[src/rtl/ex_mem_pipe_stage.sv]
// rtl/ex_mem_pipe_stage.sv - elastic EX->MEM pipeline register; PIPE_SKID_EN selects the two-entry skid buffer
// State updates on the falling clock edge; outputs come straight from the main register.
module ex_mem_pipe_stage #(
  parameter int XLEN   = 32,
  parameter int RD_W   = 5,
  parameter int RSRC_W = 2
) (
  input  logic              clk,
  input  logic              rst_n,
  input  logic              ValidE,
  output logic              ReadyE,
  input  logic              RegWriteE,
  input  logic [RSRC_W-1:0] ResultSrcE,
  input  logic              MemWriteE,
  input  logic [XLEN-1:0]   ALUResultE,
  input  logic [XLEN-1:0]   WriteDataE,
  input  logic [XLEN-1:0]   PCPlus4E,
  input  logic [RD_W-1:0]   RdE,
  input  logic              FlushE,
  output logic              ValidM,
  input  logic              ReadyM,
  output logic              RegWriteM,
  output logic [RSRC_W-1:0] ResultSrcM,
  output logic              MemWriteM,
  output logic [XLEN-1:0]   ALUResultM,
  output logic [XLEN-1:0]   WriteDataM,
  output logic [RD_W-1:0]   RdM,
  output logic [XLEN-1:0]   PCPlus4M,
  output logic              FwdRegWriteM,
  output logic [RD_W-1:0]   FwdRdM
);

  localparam int BW = 2 + RSRC_W + 3 * XLEN + RD_W;

  typedef enum logic [1:0] {EMPTY = 2'd0, ONE = 2'd1, TWO = 2'd2} state_t;

  state_t        state;
  logic [BW-1:0] in_bundle;
  logic [BW-1:0] main_q;
  logic          valid_q;
  logic          in_xfer;
  logic          out_xfer;
  logic          reg_write_q;
  logic          mem_write_q;

  assign in_bundle = {RegWriteE, ResultSrcE, MemWriteE, ALUResultE, WriteDataE, RdE, PCPlus4E};
  assign in_xfer   = ValidE & ReadyE;
  assign out_xfer  = valid_q & ReadyM;

`ifdef PIPE_SKID_EN
  logic [BW-1:0] skid_q;
  logic          ready_q;

  // ready_q mirrors "skid empty" so ReadyE never sees ReadyM combinationally
  always_ff @(negedge clk or negedge rst_n) begin
    if (!rst_n) begin
      state   <= EMPTY;
      valid_q <= 1'b0;
      ready_q <= 1'b1;
      main_q  <= '0;
      skid_q  <= '0;
    end else if (FlushE) begin
      state   <= EMPTY;
      valid_q <= 1'b0;
      ready_q <= 1'b1;
    end else begin
      case (state)
        EMPTY: if (in_xfer) begin
          main_q  <= in_bundle;
          valid_q <= 1'b1;
          state   <= ONE;
        end
        ONE: begin
          if (in_xfer && out_xfer) begin
            main_q <= in_bundle;
          end else if (in_xfer) begin
            skid_q  <= in_bundle;
            ready_q <= 1'b0;
            state   <= TWO;
          end else if (out_xfer) begin
            valid_q <= 1'b0;
            state   <= EMPTY;
          end
        end
        TWO: if (out_xfer) begin
          main_q  <= skid_q;
          ready_q <= 1'b1;
          state   <= ONE;
        end
        default: begin
          state   <= EMPTY;
          valid_q <= 1'b0;
          ready_q <= 1'b1;
        end
      endcase
    end
  end

  assign ReadyE = ready_q;
`else
  always_ff @(negedge clk or negedge rst_n) begin
    if (!rst_n) begin
      state   <= EMPTY;
      valid_q <= 1'b0;
      main_q  <= '0;
    end else if (FlushE) begin
      state   <= EMPTY;
      valid_q <= 1'b0;
    end else begin
      case (state)
        EMPTY: if (in_xfer) begin
          main_q  <= in_bundle;
          valid_q <= 1'b1;
          state   <= ONE;
        end
        ONE: begin
          // accepting while full implies MEM is draining this same edge
          if (in_xfer) begin
            main_q <= in_bundle;
          end else if (out_xfer) begin
            valid_q <= 1'b0;
            state   <= EMPTY;
          end
        end
        default: begin
          state   <= EMPTY;
          valid_q <= 1'b0;
        end
      endcase
    end
  end

  assign ReadyE = ReadyM | ~valid_q;
`endif

  assign {reg_write_q, ResultSrcM, mem_write_q, ALUResultM, WriteDataM, RdM, PCPlus4M} = main_q;

  assign ValidM       = valid_q;
  assign RegWriteM    = reg_write_q & valid_q;
  assign MemWriteM    = mem_write_q & valid_q;
  assign FwdRegWriteM = reg_write_q & valid_q;
  assign FwdRdM       = FwdRegWriteM ? RdM : '0;

endmodule

[config.mk]
export PLATFORM = sky130hd
export DESIGN_NAME = ex_mem_pipe_stage
export DESIGN_NICKNAME = d
export VERILOG_FILES = /design/src/rtl/ex_mem_pipe_stage.sv
export SDC_FILE = /design/constraint.sdc
export NUM_CORES = 1
export LEC_CHECK = 0
export ABC_AREA = 1
export CELL_PAD_IN_SITES_DETAIL_PLACEMENT = 1
export CELL_PAD_IN_SITES_GLOBAL_PLACEMENT = 2
export CORE_ASPECT_RATIO = 0.5
export CORE_MARGIN = 5
export CORE_UTILIZATION = 25
export DETAILED_ROUTE_END_ITERATION = 8
export PLACE_DENSITY = 0.82
export SYNTH_ARGS = -nofsm -noshare
export SYNTH_HDL_FRONTEND = slang
export SYNTH_SLANG_ARGS = --single-unit
[constraint.sdc]
create_clock -name clk -period 2.7 [get_ports clk]
set_input_delay 0.27 -clock clk [delete_from_list [all_inputs] [get_ports clk]]
set_output_delay 0.27 -clock clk [all_outputs]
set_load 0.05 [all_outputs]
# After elaboration in Yosys (flattened, before gate mapping)
# Cells that the tools add are included.
# W data, S select, Z words.
# classes
n_eq_ne,4
muxes,11
bitwise,7
n_reduce_logical,4
# op_table
op,count
$ne A3 B3 Y1 const B,3
$mux W2,4
$reduce_and A3 Y1,2
$mux W5,1
$and A1 B1 Y1,4
$mux W1,4
$pmux W2 S2,1
$eq A2 B1 Y1 const B,1
$logic_not A2 Y1,1
$not A1 Y1,2
$pmux W1 S2,1
$reduce_or A2 Y1,1
$or A1 B1 Y1,1
# totals
ff_bits,108
inputBits,110
out_inout_bits,113

# Logic depth before layout (Yosys ltp)
# depth
ltp_word,6
depth_mapped,7

==> flow_summary.yaml <==
outcome:
  status: "finished with violations"
  violations: "negative setup slack"
yosys:
  synth_top_family_by_area: "simple AND/OR/NAND/NOR gates"
  syn_area_per_cell_um2: 8.64
  synth_area_leaders: "dfrtn_1 (53%), nand2_1 (16%), buf_4 (16%), nand3_1 (11%), buf_2 (1.9%)"
  synthAdderAreaFrac_pct: 0
  ys.flop_type: "dfrtn_1"
  synthMuxAreaShare_pct: 0
  synth_edf_count: 0
  synth_async_sr_flop_share_pct: 100
  yosysUniqueCellTypes: 13
  ys_ff_latch: 106
  synth_common_cells: "nand2_1 (212), dfrtn_1 (106), buf_4 (105), nand3_1 (105), buf_2 (19)"
  netlist_area_um2: 4990
  seq_area_frac_synth_pct: 53.1
  synth-xor-area-share_pct: 0
  synthSimpleGateAreaFrac_pct: 27.3
  netlist_instances: 578
  yosys.cell_count.top_type: "nand2_1"
  yosysTopAreaCellShare_pct: 53.1
  syn_nets: 688
  synth_top_area_cell: "dfrtn_1"
  synth-compound-area-share_pct: 0.100
  ys_warn_count: 0
place:
  dp_hpwl_um: 12600
  place_congestion: 0.732
  port_buffers: 222
clocking:
  cts_sinks: 106
  tritoncts: "built"
  postCtsHoldBufs: 0
  clk_pin_slew_ps: 60
  clk_path_buf_depth: 2
  cts-root-buf: "clkbuf_16"
  cts.htree.levels: 3
  insertion_delay_ps: 360
  cts_made_buffers: 9
setup_path:
  r2r-start: "state[0]"
  crit_path_max_fanout: 6
  r2r-end: "main_q[48]"
  r2r_cells: 4
  start_kind: "flop"
  startpoint: "state[0]"
  cp.arrival_ps: 2690
  crit_required_ps: 2430
  cp-end-kind: "output pin"
  rrSetupSlack_ps: 1350
  worstSetupPathType: "reg2out"
grt:
  first_global_vias: 4524
  antenna_found_initial: 0
  grt_pass1_wl_um: 26100
  grt_overflow: 0
  grt_usage_pct: 14.7
  grt_max_degree: 45
routing:
  drtIter0Drc: 210
  wl_per_cell_um: 17.3
  drcViolationCount: 0
  vias_per_cell: 4.17
  firstDrtPassIters: 4
  drt_wl_total_um: 16600
  vias: 4010
  postRouteAntennaNets: 0
run:
  maxCapViolCount: 0
die:
  die_h_um: 110
  start_util_pct: 25.6
  die_x_um: 210
  core_um2: 19500
  dieArea_um2: 23100
  ios: 223
  std_cell_rows: 36
layout:
  drive_above_1_share_pct: 22.6
  post-route-util_pct: 42.5
  synthToLayoutAreaGrowth_pct: 66.4
  nets: 800
  fill_cells: 2148
  antennaDiodeCount: 0
power:
  powerDensity_nw_per_um2: 712
  p_clk_share_pct: 23.8
  swShare_pct: 36.4
  intPower_w: 0.00376
  irDropWorstVdd_uv: 288
  p_switching_w: 0.00216
  power.leakage_nw: 3.97
  share_comb_of_total_power_pct: 40.6
  seqPwrFrac_pct: 35.6
  total_power_w: 0.00592
hold_path:
  hold_path_class: "reg2reg"
  min_to: "main_q[101]"
  hold_depth: 2
  hold_start: "main_q[101]"
timing:
  tightest_slew_ps: 446
  max-slew-margin-rel_pct: 70.3
  fin_worst_skew_ps: 6.14
  setup_viol: 10
  slew_viol_final: 0
  rsz0062_at_grt: "true"
  final-hold-violation-count: 0
  post-route-worst-setup-slack_ps: -257
  holdWs_ps: 446
-- registers in the layout, summed over array words and instances (netlist names) --
signal and flops:
main_q 105, state 1
-- worst max path at each step --
stage               slack, ps          to
finish                   -260   FwdRdM[0]
CTS                      -250   MemWriteM
detailed placement       -300  main_q[35]
global route             -300   FwdRdM[0]
floorplan                -280   FwdRdM[0]
global placement         -260  main_q[86]
-- power groups by stage --
stage / clock network [W] / registers [W] / logic [W]
after floorplan: 0 / 0.00197 / 0.00146
after global placement: 0 / 0.00212 / 0.00240
after detailed placement: 0 / 0.00213 / 0.00243
after CTS: 0.00146 / 0.00211 / 0.00244
after global routing: 0.00153 / 0.00213 / 0.00251
final: 0.00141 / 0.00210 / 0.00241
-- routing by layer --
metal	track usage (%)	up-vias	part of all wire, %
met5	0	-	0
met4	5.63	0	2.8
met3	3.65	25	2.9
met2	28.5	76	58
met1	15.7	1981	37
li1	-	1928	-
-- worst max-delay path, cell delays in order (launching register included) --
cell     delay [ps]
dfrtn_1         520
nand2_4         150
nor2_2          160
buf_12          160
-- final cells by class --
cell class	count	area, µm²	area share, %
clock inverter	5	62.6	0.753
inverter	9	41.3	0.497
multi-input combinational	326	1410	16.9
clock buffer	11	253	3.04
tap	266	333	4.00
timing repair buffer	238	3560	42.9
sequential	106	2650	31.9
-- metrics by stage --
| step | setup TNS, ps | cell area (µm²) | instances | worst slack [ps] |
|---|---|---|---|---|
| 2_1_floorplan | -1930 | 5040 | 578 | -281 |
| 3_3_place_gp | -18960 | 7960 | 944 | -263 |
| 3_5_place_dp | -22360 | 7960 | 944 | -305 |
| 4_1_cts | -2310 | 8300 | 961 | -249 |
| 5_1_grt | -2800 | 8310 | 961 | -299 |
| 6_report | -2320 | 8310 | 961 | -257 |
-- cell usage in the layout, fill, tap and decap left out, types with 3 or more instances in the layout --
| cell type | count |
|---|---|
| buf_12 | 120 |
| nor2_2 | 3 |
| buf_4 | 9 |
| nor2_4 | 3 |
| nand2_1 | 211 |
| nand3_1 | 105 |
| nand2_4 | 3 |
| clkinvlp_4 | 4 |
| clkdlybuf4s50_1 | 108 |
| dfrtn_1 | 106 |
| inv_1 | 7 |
| clkbuf_16 | 9 |
-- what timing repair did --
action                                 CTS  global route
pin swaps                                0             1
setup endpoints to repair               10            46
buffers inserted                         1             0
resized for setup                        4             2
endpoints found under the hold margin    0             0
-- cell families (layout without fill, tap and decap cells) --
logic type / count (synthesis) / count (layout)
and+or+nand+nor: 325 / 325
AOI/OAI and AO/OA: 1 / 1
buffers and inverters: 146 / 263
DFF: 106 / 106
Note: power is estimated with default switching activity, not from simulation.
